[src/rtl/matmul_pkg.sv]
// Shared types and parameter helpers for the tile dot-product engine.
package matmul_pkg;

  typedef enum logic [2:0] {
    IDLE,
    FILL,
    COMPUTE,
    DRAIN,
    DONE
  } state_t;

  // Full-precision product plus enough headroom to sum k_max of them.
  function automatic int calc_acc_w(input int data_w, input int k_max);
    return 2 * data_w + $clog2(k_max);
  endfunction

endpackage

[src/rtl/matmul_tile_engine_if.sv]
// Operand-in / result-out stream bundle of the tile engine.
interface matmul_tile_engine_if
  import matmul_pkg::*;
#(
  parameter int DATA_W = 8,
  parameter int ACC_W  = calc_acc_w(8, 64)
) ();

  logic              in_valid;
  logic              in_ready;
  logic [DATA_W-1:0] a_in;
  logic [DATA_W-1:0] b_in;
  logic              out_valid;
  logic              out_ready;
  logic [ACC_W-1:0]  out;
  logic              out_last;

  // The producer/consumer side drives operands and accepts results.
  modport master (
    output in_valid, a_in, b_in, out_ready,
    input  in_ready, out_valid, out, out_last
  );

  modport slave (
    input  in_valid, a_in, b_in, out_ready,
    output in_ready, out_valid, out, out_last
  );

endinterface

[src/rtl/mac_unit.sv]
// Two-stage multiply-accumulate: registered product, then wrap-around accumulation.
module mac_unit
  import matmul_pkg::*;
#(
  parameter int DATA_W = 8,
  parameter int K_MAX  = 64,
  parameter int ACC_W  = calc_acc_w(DATA_W, K_MAX)
) (
  input  logic              clk,
  input  logic              rst,
  input  logic              clear,
  input  logic              load,
  input  logic              is_signed,
  input  logic [DATA_W-1:0] a,
  input  logic [DATA_W-1:0] b,
  output logic [ACC_W-1:0]  acc
);

  logic signed [2*DATA_W-1:0] prod_s;
  logic        [2*DATA_W-1:0] prod_u;
  logic        [ACC_W-1:0]    prod_ext;
  logic        [ACC_W-1:0]    prod_q;
  logic                       prod_vld;

  // Operands are widened first so the multiply itself is full precision.
  always_comb begin
    prod_s = $signed({{DATA_W{a[DATA_W-1]}}, a}) * $signed({{DATA_W{b[DATA_W-1]}}, b});
    prod_u = {{DATA_W{1'b0}}, a} * {{DATA_W{1'b0}}, b};
    if (is_signed) begin
      prod_ext = ACC_W'(prod_s);
    end else begin
      prod_ext = ACC_W'(prod_u);
    end
  end

  always_ff @(posedge clk or posedge rst) begin
    if (rst) begin
      prod_q   <= '0;
      prod_vld <= 1'b0;
      acc      <= '0;
    end else if (clear) begin
      prod_q   <= '0;
      prod_vld <= 1'b0;
      acc      <= '0;
    end else begin
      prod_vld <= load;
      if (load) begin
        prod_q <= prod_ext;
      end
      if (prod_vld) begin
        acc <= acc + prod_q;
      end
    end
  end

endmodule

[src/rtl/matmul_tile_engine.sv]
// Streams cfg_k operand pairs per output and emits cfg_n dot products per job.
module matmul_tile_engine
  import matmul_pkg::*;
#(
  parameter int DATA_W = 8,
  parameter int K_MAX  = 64,
  parameter int N_MAX  = 16,
  parameter int ACC_W  = calc_acc_w(DATA_W, K_MAX)
) (
  input  logic                       clk,
  input  logic                       rst,
  input  logic                       ebl,
  input  logic [$clog2(K_MAX+1)-1:0] cfg_k,
  input  logic [$clog2(N_MAX+1)-1:0] cfg_n,
  input  logic                       cfg_signed,
  output logic                       busy,
  output logic                       cfg_err,
  matmul_tile_engine_if.slave        bus
);

  localparam int KW = $clog2(K_MAX + 1);
  localparam int NW = $clog2(N_MAX + 1);

  state_t          state;
  state_t          state_nxt;
  logic [KW-1:0]   k_cfg;
  logic [NW-1:0]   n_cfg;
  logic            signed_cfg;
  logic [KW-1:0]   pair_cnt;
  logic [NW-1:0]   out_cnt;
  logic            drain_cnt;
  logic            start_ok;
  logic            pair_fire;
  logic            last_pair;
  logic            last_out;
  logic            out_take;
  logic            mac_clear;
  logic [ACC_W-1:0] acc;

  always_comb begin
    start_ok  = ebl && (cfg_k != '0) && (cfg_k <= KW'(K_MAX)) &&
                (cfg_n != '0) && (cfg_n <= NW'(N_MAX));
    pair_fire = (state == COMPUTE) && bus.in_valid;
    last_pair = (pair_cnt == k_cfg - KW'(1));
    last_out  = (out_cnt == n_cfg - NW'(1));
    out_take  = (state == DONE) && bus.out_ready;
    mac_clear = (state == FILL) || (out_take && !last_out);
  end

  always_ff @(posedge clk or posedge rst) begin
    if (rst) begin
      state <= IDLE;
    end else begin
      state <= state_nxt;
    end
  end

  always_comb begin
    state_nxt     = state;
    busy          = 1'b1;
    bus.in_ready  = 1'b0;
    bus.out_valid = 1'b0;
    bus.out_last  = 1'b0;
    bus.out       = '0;
    case (state)
      IDLE: begin
        busy = 1'b0;
        if (start_ok) begin
          state_nxt = FILL;
        end
      end
      FILL: begin
        state_nxt = COMPUTE;
      end
      COMPUTE: begin
        bus.in_ready = 1'b1;
        if (pair_fire && last_pair) begin
          state_nxt = DRAIN;
        end
      end
      // Two cycles let the final product pass through both MAC stages.
      DRAIN: begin
        if (drain_cnt) begin
          state_nxt = DONE;
        end
      end
      DONE: begin
        bus.out_valid = 1'b1;
        bus.out_last  = last_out;
        bus.out       = acc;
        if (bus.out_ready) begin
          state_nxt = last_out ? IDLE : COMPUTE;
        end
      end
      default: begin
        state_nxt = IDLE;
      end
    endcase
  end

  always_ff @(posedge clk or posedge rst) begin
    if (rst) begin
      k_cfg      <= '0;
      n_cfg      <= '0;
      signed_cfg <= 1'b0;
      pair_cnt   <= '0;
      out_cnt    <= '0;
      drain_cnt  <= 1'b0;
      cfg_err    <= 1'b0;
    end else begin
      cfg_err <= (state == IDLE) && ebl && !start_ok;
      if ((state == IDLE) && start_ok) begin
        k_cfg      <= cfg_k;
        n_cfg      <= cfg_n;
        signed_cfg <= cfg_signed;
      end
      if (state == FILL) begin
        pair_cnt <= '0;
        out_cnt  <= '0;
      end else if (pair_fire) begin
        pair_cnt <= pair_cnt + KW'(1);
      end else if (out_take && !last_out) begin
        pair_cnt <= '0;
        out_cnt  <= out_cnt + NW'(1);
      end
      drain_cnt <= (state == DRAIN) ? !drain_cnt : 1'b0;
    end
  end

  mac_unit #(
    .DATA_W (DATA_W),
    .K_MAX  (K_MAX),
    .ACC_W  (ACC_W)
  ) u_mac (
    .clk       (clk),
    .rst       (rst),
    .clear     (mac_clear),
    .load      (pair_fire),
    .is_signed (signed_cfg),
    .a         (bus.a_in),
    .b         (bus.b_in),
    .acc       (acc)
  );

endmodule

[src/flat_wrapper.sv]
// flat-port wrapper written by rule: the top's interface ports become plain ports
module matmul_tile_engine_flat import matmul_pkg::*;
#(
  parameter int DATA_W = 8,
  parameter int K_MAX  = 64,
  parameter int N_MAX  = 16,
  parameter int ACC_W  = calc_acc_w(DATA_W, K_MAX)
)
  (clk, rst, ebl, cfg_k, cfg_n, cfg_signed, busy, cfg_err, bus_in_valid, bus_a_in, bus_b_in, bus_out_ready, bus_in_ready, bus_out_valid, bus_out, bus_out_last);
  matmul_tile_engine_if #(.DATA_W(DATA_W), .ACC_W(ACC_W)) bus_i ();
  input  logic clk;
  input  logic rst;
  input  logic ebl;
  input  logic [$clog2(K_MAX+1)-1:0] cfg_k;
  input  logic [$clog2(N_MAX+1)-1:0] cfg_n;
  input  logic cfg_signed;
  output logic busy;
  output logic cfg_err;
  input wire logic [$bits(bus_i.in_valid)-1:0] bus_in_valid;
  input wire logic [$bits(bus_i.a_in)-1:0] bus_a_in;
  input wire logic [$bits(bus_i.b_in)-1:0] bus_b_in;
  input wire logic [$bits(bus_i.out_ready)-1:0] bus_out_ready;
  output wire logic [$bits(bus_i.in_ready)-1:0] bus_in_ready;
  output wire logic [$bits(bus_i.out_valid)-1:0] bus_out_valid;
  output wire logic [$bits(bus_i.out)-1:0] bus_out;
  output wire logic [$bits(bus_i.out_last)-1:0] bus_out_last;
  assign bus_i.in_valid = bus_in_valid;
  assign bus_i.a_in = bus_a_in;
  assign bus_i.b_in = bus_b_in;
  assign bus_i.out_ready = bus_out_ready;
  assign bus_in_ready = bus_i.in_ready;
  assign bus_out_valid = bus_i.out_valid;
  assign bus_out = bus_i.out;
  assign bus_out_last = bus_i.out_last;
  matmul_tile_engine #(.DATA_W(DATA_W), .K_MAX(K_MAX), .N_MAX(N_MAX), .ACC_W(ACC_W)) u_core (.clk(clk), .rst(rst), .ebl(ebl), .cfg_k(cfg_k), .cfg_n(cfg_n), .cfg_signed(cfg_signed), .busy(busy), .cfg_err(cfg_err), .bus(bus_i));
endmodule
[config.mk]
export PLATFORM = sky130hd
export DESIGN_NAME = matmul_tile_engine_flat
export DESIGN_NICKNAME = d
export VERILOG_FILES = /design/src/rtl/matmul_pkg.sv /design/src/rtl/matmul_tile_engine_if.sv /design/src/rtl/mac_unit.sv /design/src/rtl/matmul_tile_engine.sv /design/src/flat_wrapper.sv
export SDC_FILE = /design/constraint.sdc
export NUM_CORES = 1
export LEC_CHECK = 0
export CORE_UTILIZATION = 60
export DETAILED_ROUTE_END_ITERATION = 6
export PLACE_DENSITY = 0.79
export REMOVE_ABC_BUFFERS = 1
export SYNTH_ARGS = -nofsm -noshare
export SYNTH_HDL_FRONTEND = slang
export SYNTH_HIERARCHICAL = 1
export SYNTH_SLANG_ARGS = --single-unit
[constraint.sdc]
create_clock -name clk -period 3.54 [get_ports clk]
set_input_delay 0.708 -clock clk [delete_from_list [all_inputs] [get_ports clk]]
set_output_delay 0.708 -clock clk [all_outputs]
set_load 0.005 [all_outputs]
==> run metrics <==
Leakage between 5 and 6 nW; area grow syn2layout 29.6%; crit-path max FO 6; die width 122 um; commonest non-fill, non-tap cells in the layout inv_1, buf_4, fa_1; detailed-route via count about 7600; full die area ~15000 um^2; cell depth of the worst min-delay path 1; fmax roughly 220 MHz; Antenna diodes 0; wire length per cell approximately 18 um; Initial Utilization between 60 and 70%; GRT overflow 0; clock sinks 70; peak supply drop 0.000453 V; arrival time worst endpoint 4.78 ns; max cap viols 0; Avg Inst Size Synth 9.09 um^2; Filler Cell Count approximately 800; final hold vios 0; DP HPWL about 16 mm; post-synth cell types 75; final std cells w/o fill ~1300; RSZ-0062 raised after global routing true; minimum clock period about 4.5 ns; GPL Wtd Cong 0.859; Core ar. between 10000 and 15000 um^2; cell area after synthesis roughly 8600 um^2; CTS max path bufs 2; element type at the critical path start input pin; I/O pin total 61; reg2reg path depth 10; Setup crit end kind flip-flop; worst rel slew slack 43.4%; register area around 1800 um^2; Synth async-reset ratio between 90% and 100%; Synth Register Bits 70; Clock transition at path regs 0.06 ns; FP Rows 43; CP required 3.79 ns; layout net count approximately 1300; vias per cell 5.85; clk_skew approximately 0.0060 ns; Initial DRC Count around 460; CTS tree built; Post-synth EDFFs 0; failing checks negative setup slack; Final Power 0.00884 W; GRT Total Usage 30.8%; DRT antenna net count 0; Sw Pwr about 0.0041 W; final worst-path cycle share 128%; outcome finished with violations; # setup viols final 12; multi-input combinational cell area approximately 6600 um^2; worst setup path category in -> reg; drc violations 0; PortBufs 60; placed insts ~1300; global-route wire length before repair 36.1 mm; Seq pwr share 17.5%; Pwr Density roughly 790 nW/um^2; root buffer cell clkbuf_16; Vert. Die Dim ~120 um; YS warnings 6; number of global-route vias before repair approximately 7700; setup slack at placement -2.09 ns; fraction of layout cells with a size suffix above 1 ~26%; Clk pwr share under 10%; switching portion of total power 46.3%; DRT Pass-1 Iters 5; worst-skew pair later-pin latency between 0.3 and 0.4 ns; min-delay worst type reg -> reg; final core utilization around 80%; slew of the pin with the lowest slew margin 0.849 ns; antenna violations before repair 0; combinational share of power between 70% and 80%; final setup margin -0.987 ns; CTS Buf Count 9; most common cell after layout, fill and taps aside inv_1; Post-Synthesis Cells roughly 950; Post-Route WL roughly 23 mm; largest net degree at the start of global routing just over 40; setup TNS -8.92 ns; sequential area share after synthesis 20.4%; number of H-tree levels 3; Power Internal roughly 0.0048 W; final slew viol count 0; ys flop type dfrtp_1
-- cells in the mapped netlist (4+ instances only) --
library cell	number	area [um^2]
inv_1	171	642
fa_1	86	1720
ha_1	83	1040
nand2_1	71	267
dfrtp_1	70	1750
nor2_1	52	195
and2_1	38	238
a21oi_1	34	170
o21ai_0	33	165
and3_1	32	200
xnor2_1	32	280
a21o_1	18	135
clkbuf_1	18	67.6
mux2i_1	16	160
xor2_1	16	140
nand3_1	12	60.1
a211oi_1	11	82.6
nor3_1	11	55.1
o21bai_1	10	75.1
mux2_4	9	135
nand2b_1	8	50.1
nand4_1	8	50.1
a221o_1	7	70.1
nor4_1	6	37.5
nor2b_1	5	31.3
o22ai_1	5	31.3
mux2_2	4	45.0
nand3b_1	4	30.0
nor3b_1	4	30.0
o211ai_1	4	30.0
o221ai_1	4	35.0
-- stage by stage --
step | instance area, um^2 | hold WS [ns]
6_report | 11200 | 0.483
5_1_grt | 11200 | 0.515
3_5_place_dp | 10000 | 0.466
4_1_cts | 10900 | 0.472
2_1_floorplan | 8490 | 0.435
3_3_place_gp | 10000 | 0.466
-- area by class of cell --
class | count | area share [%]
clock buffer | 11 | 2.09
clock inverter | 4 | 0.438
inverter | 172 | 5.83
multi-input combinational | 681 | 59.5
sequential | 70 | 15.7
tap | 180 | 2.02
timing repair buffer | 179 | 14.4
-- path summary, 6_finish.rpt --
| kind | startpoint | endpoint | slack (ns) |
|---|---|---|---|
| setup / recovery | bus_b_in[2] | u_core/u_mac/prod_q[15] | -0.99 |
| hold / removal | u_core/drain_cnt | u_core/drain_cnt | 0.48 |
| setup reg to reg | u_core/n_cfg[0] | u_core/u_mac/acc[18] | 0.56 |
| hold reg to reg | u_core/drain_cnt | u_core/drain_cnt | 0.48 |
| max in group asynchronous | rst | u_core/u_mac/prod_q[8] | 2.34 |
| min in group asynchronous | rst | u_core/out_cnt[1] | 0.79 |
-- what timing repair did --
action                                  4_1_cts  5_1_grt
setup buffers                                17        7
gates resized for setup                     188       59
hold buffers                                  0        0
pin swaps                                    73       41
endpoints found under the setup margin       13       14
-- flip-flops by register name, summed over array words and instances (netlist names) --
register and cells:
u_core/out_cnt 5, u_core/pair_cnt 7, u_core/k_cfg 7, u_core/state 3, u_core/u_mac/prod_vld 1, u_core/n_cfg 5
u_core/cfg_err 1, u_core/u_mac/acc 22, u_core/drain_cnt 1, u_core/signed_cfg 1, u_core/u_mac/prod_q 17
-- routing by layer --
layer | vias up | track usage (%) | routed length, um
met1 | 3751 | 37.7 | 9220
met5 | - | 0 | 0
li1 | 3499 | - | -
met3 | 78 | 3.56 | 974
met4 | 0 | 12.6 | 936
met2 | 259 | 54.8 | 12300
-- cells by family after synthesis --
family / Yosys count / share of synthesized area, %
and+or+nand+nor: 273 / 16.6
buffers and inverters: 195 / 8.78
adders and majority gates: 169 / 32.1
AOI/OAI and AO/OA: 162 / 13.3
DFF: 70 / 20.4
xor gates and xnor gates: 48 / 4.89
muxes: 29 / 3.96
-- worst max-delay path, cell delays in order --
cell and delay [ns]:
buf_12 0.11, buf_6 0.11, and2_4 0.15, fa_2 0.42, buf_6 0.13, fa_1 0.46
ha_1 0.31, inv_2 0.04, fa_1 0.57, inv_2 0.07, ha_4 0.25, a21o_1 0.23
a221oi_4 0.33, buf_4 0.16, o21ai_1 0.13, a31oi_1 0.23, xnor2_1 0.17, nand2_1 0.07
o211ai_1 0.10
-- power by group through the flow --
stage	Sequential (W)	Clock, W	Combinational, W
global placement	0.00153	0	0.00482
detailed placement	0.00154	0	0.00501
CTS	0.00153	0.000869	0.00565
floorplan	0.00141	0	0.00358
finish	0.00154	0.000861	0.00644
global route	0.00159	0.000910	0.00696
(Power assumes the default switching activity.)
